==> src/rtl/ara_perf_window_cnt.sv <==
// Windowed performance counters for the vector unit: cycle and event counting, snapshots, overflow.
// Build option ARA_PERF_CNT_SATURATE_EN: counters hold at all-ones instead of wrapping.
module ara_perf_window_cnt #(
    parameter int unsigned NrEvents = 3,
    parameter int unsigned CntWidth = 64
) (
    input  logic                               clk_i,
    input  logic                               rst_ni,
    input  logic                               sw_en_i,
    input  logic                               start_i,
    input  logic                               idle_i,
    input  logic                               clear_i,
    input  logic [NrEvents-1:0]                event_i,
    output logic                               counting_o,
    output logic [CntWidth-1:0]                cycles_o,
    output logic [NrEvents-1:0][CntWidth-1:0]  evt_cnt_o,
    output logic [CntWidth-1:0]                snap_cycles_o,
    output logic [NrEvents-1:0][CntWidth-1:0]  snap_evt_o,
    output logic                               snap_valid_o,
    output logic [NrEvents:0]                  ovf_o
);

    localparam logic [1:0] StIdle  = 2'd0;
    localparam logic [1:0] StRun   = 2'd1;
    localparam logic [1:0] StDrain = 2'd2;

    localparam logic [CntWidth-1:0] CntMax = '1;
    localparam logic [CntWidth-1:0] CntOne = {{(CntWidth-1){1'b0}}, 1'b1};

    logic [1:0]                         state_q, state_d;
    logic [CntWidth-1:0]                cyc_q, cyc_d;
    logic [NrEvents-1:0][CntWidth-1:0]  evt_q, evt_d;
    logic [CntWidth-1:0]                snap_cyc_q;
    logic [NrEvents-1:0][CntWidth-1:0]  snap_evt_q;
    logic                               pending_q, pending_d;
    logic                               snap_valid_q;
    logic [NrEvents:0]                  ovf_q, ovf_d;
    logic                               counting;
    logic                               snap_fire;

    function automatic logic [CntWidth-1:0] bump(input logic [CntWidth-1:0] v);
`ifdef ARA_PERF_CNT_SATURATE_EN
        return (v == CntMax) ? v : v + CntOne;
`else
        return v + CntOne;
`endif
    endfunction

    assign counting  = (state_q != StIdle);
    // A start in the same cycle keeps the window pending and blocks the snapshot.
    assign snap_fire = pending_q & idle_i & ~start_i;
    assign pending_d = start_i | (pending_q & ~snap_fire);

    always_comb begin
        state_d = state_q;
        unique case (state_q)
            StIdle: begin
                if (sw_en_i && start_i) state_d = StRun;
            end
            StRun: begin
                if (!sw_en_i) state_d = idle_i ? StIdle : StDrain;
            end
            StDrain: begin
                if (sw_en_i)     state_d = StRun;
                else if (idle_i) state_d = StIdle;
            end
            default: state_d = StIdle;
        endcase
    end

    always_comb begin
        cyc_d = cyc_q;
        evt_d = evt_q;
        ovf_d = ovf_q;
        if (clear_i) begin
            cyc_d = '0;
            evt_d = '0;
            ovf_d = '0;
        end else if (counting) begin
            if (cyc_q == CntMax) ovf_d[0] = 1'b1;
            cyc_d = bump(cyc_q);
            for (int unsigned i = 0; i < NrEvents; i++) begin
                if (event_i[i]) begin
                    if (evt_q[i] == CntMax) ovf_d[i+1] = 1'b1;
                    evt_d[i] = bump(evt_q[i]);
                end
            end
        end
    end

    always_ff @(posedge clk_i) begin
        if (!rst_ni) begin
            state_q      <= StIdle;
            cyc_q        <= '0;
            evt_q        <= '0;
            snap_cyc_q   <= '0;
            snap_evt_q   <= '0;
            pending_q    <= 1'b0;
            snap_valid_q <= 1'b0;
            ovf_q        <= '0;
        end else begin
            state_q      <= state_d;
            cyc_q        <= cyc_d;
            evt_q        <= evt_d;
            pending_q    <= pending_d;
            snap_valid_q <= snap_fire;
            ovf_q        <= ovf_d;
            if (snap_fire) begin
                snap_cyc_q <= cyc_q;
                snap_evt_q <= evt_q;
            end
        end
    end

    assign counting_o    = counting;
    assign cycles_o      = cyc_q;
    assign evt_cnt_o     = evt_q;
    assign snap_cycles_o = snap_cyc_q;
    assign snap_evt_o    = snap_evt_q;
    assign snap_valid_o  = snap_valid_q;
    assign ovf_o         = ovf_q;

endmodule

==> config.mk <==
export PLATFORM = sky130hd
export DESIGN_NAME = ara_perf_window_cnt
export DESIGN_NICKNAME = d
export VERILOG_FILES = /design/src/rtl/ara_perf_window_cnt.sv
export SDC_FILE = /design/constraint.sdc
export NUM_CORES = 1
export LEC_CHECK = 0
export ABC_AREA = 1
export CORE_ASPECT_RATIO = 1.75
export CORE_MARGIN = 1
export CORE_UTILIZATION = 45
export DETAILED_ROUTE_END_ITERATION = 12
export GPL_ROUTABILITY_DRIVEN = 0
export MAX_ROUTING_LAYER = met4
export PLACE_DENSITY = 0.8
export SYNTH_ARGS = -nofsm -noshare
export SYNTH_HDL_FRONTEND = slang
export SYNTH_SLANG_ARGS = --single-unit
==> constraint.sdc <==
create_clock -name clk_i -period 1.9 [get_ports clk_i]
set_input_delay 0.19 -clock clk_i [delete_from_list [all_inputs] [get_ports clk_i]]
set_output_delay 0.19 -clock clk_i [all_outputs]
set_load 0.03 [all_outputs]
==> reports/qor.csv <==
stage,metric,value,unit
run_status,status,"finished, final reports clean",
clocking,CTS Buf Count,47,
synthesis,Yosys reg bits,520,
critical_path,Worst Path Arrival,1.70,ns
critical_path,Setup crit start kind,register,
floorplanning,IO Pins,527,
synthesis,Syn Nets,3568,
power,Leak,13.4,nW
synthesis,Synth Warn #,0,
synthesis,"FFs w/ async S/R, synth",0,%
clocking,H-tree Lvls,2,
critical_path,crit end category,primary output,
detailed_routing,Iteration-0 DRC Markers,2083,
detailed_routing,# DRC,0,
timing,Slew @ Worst Pin,0.584,ns
synthesis,"Top FF cell, synth",dfxtp_1,
clocking,hold-fix buffers at CTS,0,
run,Max-Cap Viols,0,
finish,Nets,4227,
critical_path,crit path buf inv count,1,
critical_path,Crit Reg-Reg Startpoint,evt_cnt_o[82],
global_routing,GRT Total Usage,33.0,%
critical_path,Critical Path RT,1.71,ns
synthesis,Gate Count Post-Synth,3555,
finish,synthesis-to-layout area growth,37.7,%
critical_path,Critical-path top delay cell,clkdlybuf4s50_1,
timing,worst rel slew slack,61.1,%
critical_path,"delay-heaviest family, CP",buffers and inverters,
min_path,class of the worst hold path,in2reg,
floorplanning,Starting Density,45.5,%
floorplanning,core area,52200,um^2
timing,final setup vio count,0,
timing,Final Skew,0.0230,ns
timing,Final Critical Period,1.89,ns
synthesis,Avg Synthesized Cell Area,6.68,um^2
power,peak supply drop,0.713,mV
place,dpl hpwl,66900,um
synthesis,Yosys cell types,42,
clocking,CTS Sinks,520,
clocking,Worst-path clk slew,0.07,ns
critical_path,Setup crit start,evt_cnt_o[153],
finish,final core occ,62.6,%
clocking,clock root buffer,clkbuf_16,
clocking,Clock Tree Buf Depth,3,
finish,fin area,32700,um^2
critical_path,CP peak stage delay,0.72,ns
timing,f_max,530,MHz
floorplanning,Die ar.,53700,um^2
detailed_routing,DR vias/cell,5.36,
global_routing,first-pass GRT wire length,135000,um
global_routing,largest net degree at the start of global routing,132,
detailed_routing,M1 wire length,31800,um
detailed_routing,met3 wire length,6420,um
synthesis,post-synthesis sequential area ratio,43.9,%
detailed_routing,Met2 Wirelength,43800,um
finish,antenna cell count,0,
detailed_routing,Post-DRT Antenna Nets,0,
timing,endpoints failing hold,0,
detailed_routing,drt wl/cell,18.0,um
detailed_routing,final wirelength,88800,um
floorplanning,Rows,111,
place,PortBufs,526,
detailed_routing,drt first pass iters,6,
critical_path,crit path kind,reg2out,
global_routing,initial antenna violation count,0,
critical_path,crit-path cells,clkdlybuf4s50_1,
detailed_routing,top sig layer,met4,
clocking,Clock Latency Late Sink,0.58,ns
timing,RSZ-0062 raised after global routing,yes,
timing,max-slew violations,0,
floorplanning,Chip Width,176,um
place,DP Worst Slack,-0.0555,ns
global_routing,grt ovf,0,
global_routing,vias in the first global route,24900,
timing,Min Hold Slack,0.0481,ns
critical_path,Critical Path Fanout Max,4,
power,Pwr Density,692,nW/um^2
timing,crit share post-route,99.2,%
floorplanning,die outline height,306,um
synthesis,Synth Cell Area,23700,um^2
clocking,CTS tree,yes,
synthesis,Post-synth EDFFs,0,
finish,layout cells sized above 1,9.41,%
detailed_routing,Via Count,26400,
place,placed cell area,31100,um^2
timing,setup ws final,0.0149,ns
min_path,hold path start,rst_ni,
through the flow:
stage               std cells  setup TNS, ns  total power [mW]
finish                   4928              0              22.6
global route             4928        -0.0699              23.3
CTS                      4925              0              22.8
detailed placement       4840         -0.173              13.2
global placement         4840        -0.0658              13.1
floorplan                3555              0              12.4
worst paths after layout:
| check | depth (start not counted) | endpoint | slack (ns) |
|---|---|---|---|
| min reg2reg | 2 | ovf_o[3] | 0.45 |
| max reg2reg | 9 | evt_cnt_o[127] | 0.04 |
| min | 3 | pending_q | 0.05 |
| max | 1 | evt_cnt_o[153] | 0.01 |
layout make-up:
| cell class | count | area, um^2 |
|---|---|---|
| flip-flops and latches | 520 | 10400 |
| inverters | 358 | 1350 |
| clock buffers | 63 | 1320 |
| multi-input cells | 2562 | 11700 |
| well taps | 678 | 848 |
| clock inverters | 22 | 215 |
| fillers | 4770 | 19500 |
| repair buffers | 725 | 6820 |
registers in the layout (all words and copies together) (netlist names):
signal / flops
ovf_o: 4
state_q: 2
evt_cnt_o: 192
snap_cycles_o: 64
cycles_o: 64
snap_valid_o: 1
snap_evt_o: 192
pending_q: 1
cells by family (layout without fill, tap and decap cells):
| family | after synthesis | in the layout | synth area share [%] |
|---|---|---|---|
| AO/OA/AOI/OAI | 624 | 624 | 13.3 |
| XOR/XNOR | 32 | 32 | 1.18 |
| adder cells (fa/ha/maj) | 4 | 4 | 0.211 |
| buffers and inverters | 473 | 1168 | 7.67 |
| flip-flops | 520 | 520 | 43.9 |
| AND/OR/NAND/NOR | 1902 | 1902 | 33.8 |
routing by layer:
layer / vias up / GRT usage [%]
met1: 12000 / 34.0
li1: 12700 / -
met2: 1255 / 57.0
met5: - / -
met4: 0 / 22.1
met3: 430 / 5.53
placed cells by master, fill, tap and decap left out, drive strengths merged, types with 27 or more instances in the layout:
cell,synthesis,routed
nor2,864,864
nand2,687,687
dfxtp,520,520
inv,358,360
o21ai,344,344
clkdlybuf4s50,0,275
a21oi,266,266
dlygate4sd2,0,214
buf,33,203
nand3,182,182
nand4,78,78
nor3,64,64
clkbuf,82,63
dlymetal6s2s,0,32
xor2,27,27
where the power goes:
part / switching (mW) / total [mW] / internal [mW]
logic: 1.08 / 1.70 / 0.618
clock network: 4.39 / 9.69 / 5.30
registers: 0.116 / 11.2 / 11.1
repair_timing:
action / in CTS / in global routing
gates resized for setup: 219 / 97
pin swaps: 0 / 7
buffers inserted: 0 / 3
setup endpoints to repair: 220 / 138
cell usage after synthesis, types with 4 or more instances:
| cell | n | share of area, % |
|---|---|---|
| nor2_1 | 826 | 13 |
| nand2_1 | 676 | 11 |
| dfxtp_1 | 520 | 44 |
| inv_1 | 353 | 5.6 |
| o21ai_0 | 341 | 7.2 |
| a21oi_1 | 266 | 5.6 |
| nand3_1 | 181 | 3.8 |
| clkbuf_1 | 82 | 1.3 |
| nand4_1 | 78 | 2.1 |
| nor3_1 | 59 | 1.2 |
| buf_2 | 27 | 0.57 |
| xor2_1 | 27 | 1.0 |
| nor2_2 | 24 | 0.63 |
| nor2_4 | 13 | 0.62 |
| nand2_2 | 8 | 0.21 |
| nand3b_1 | 7 | 0.22 |
| nor3b_1 | 6 | 0.19 |
| o21a_1 | 6 | 0.19 |
| and3_1 | 5 | 0.13 |
| inv_2 | 5 | 0.079 |
| xnor2_1 | 5 | 0.18 |
| ha_1 | 4 | 0.21 |
| nor3_4 | 4 | 0.27 |
Power figures use the tool's default switching activity.
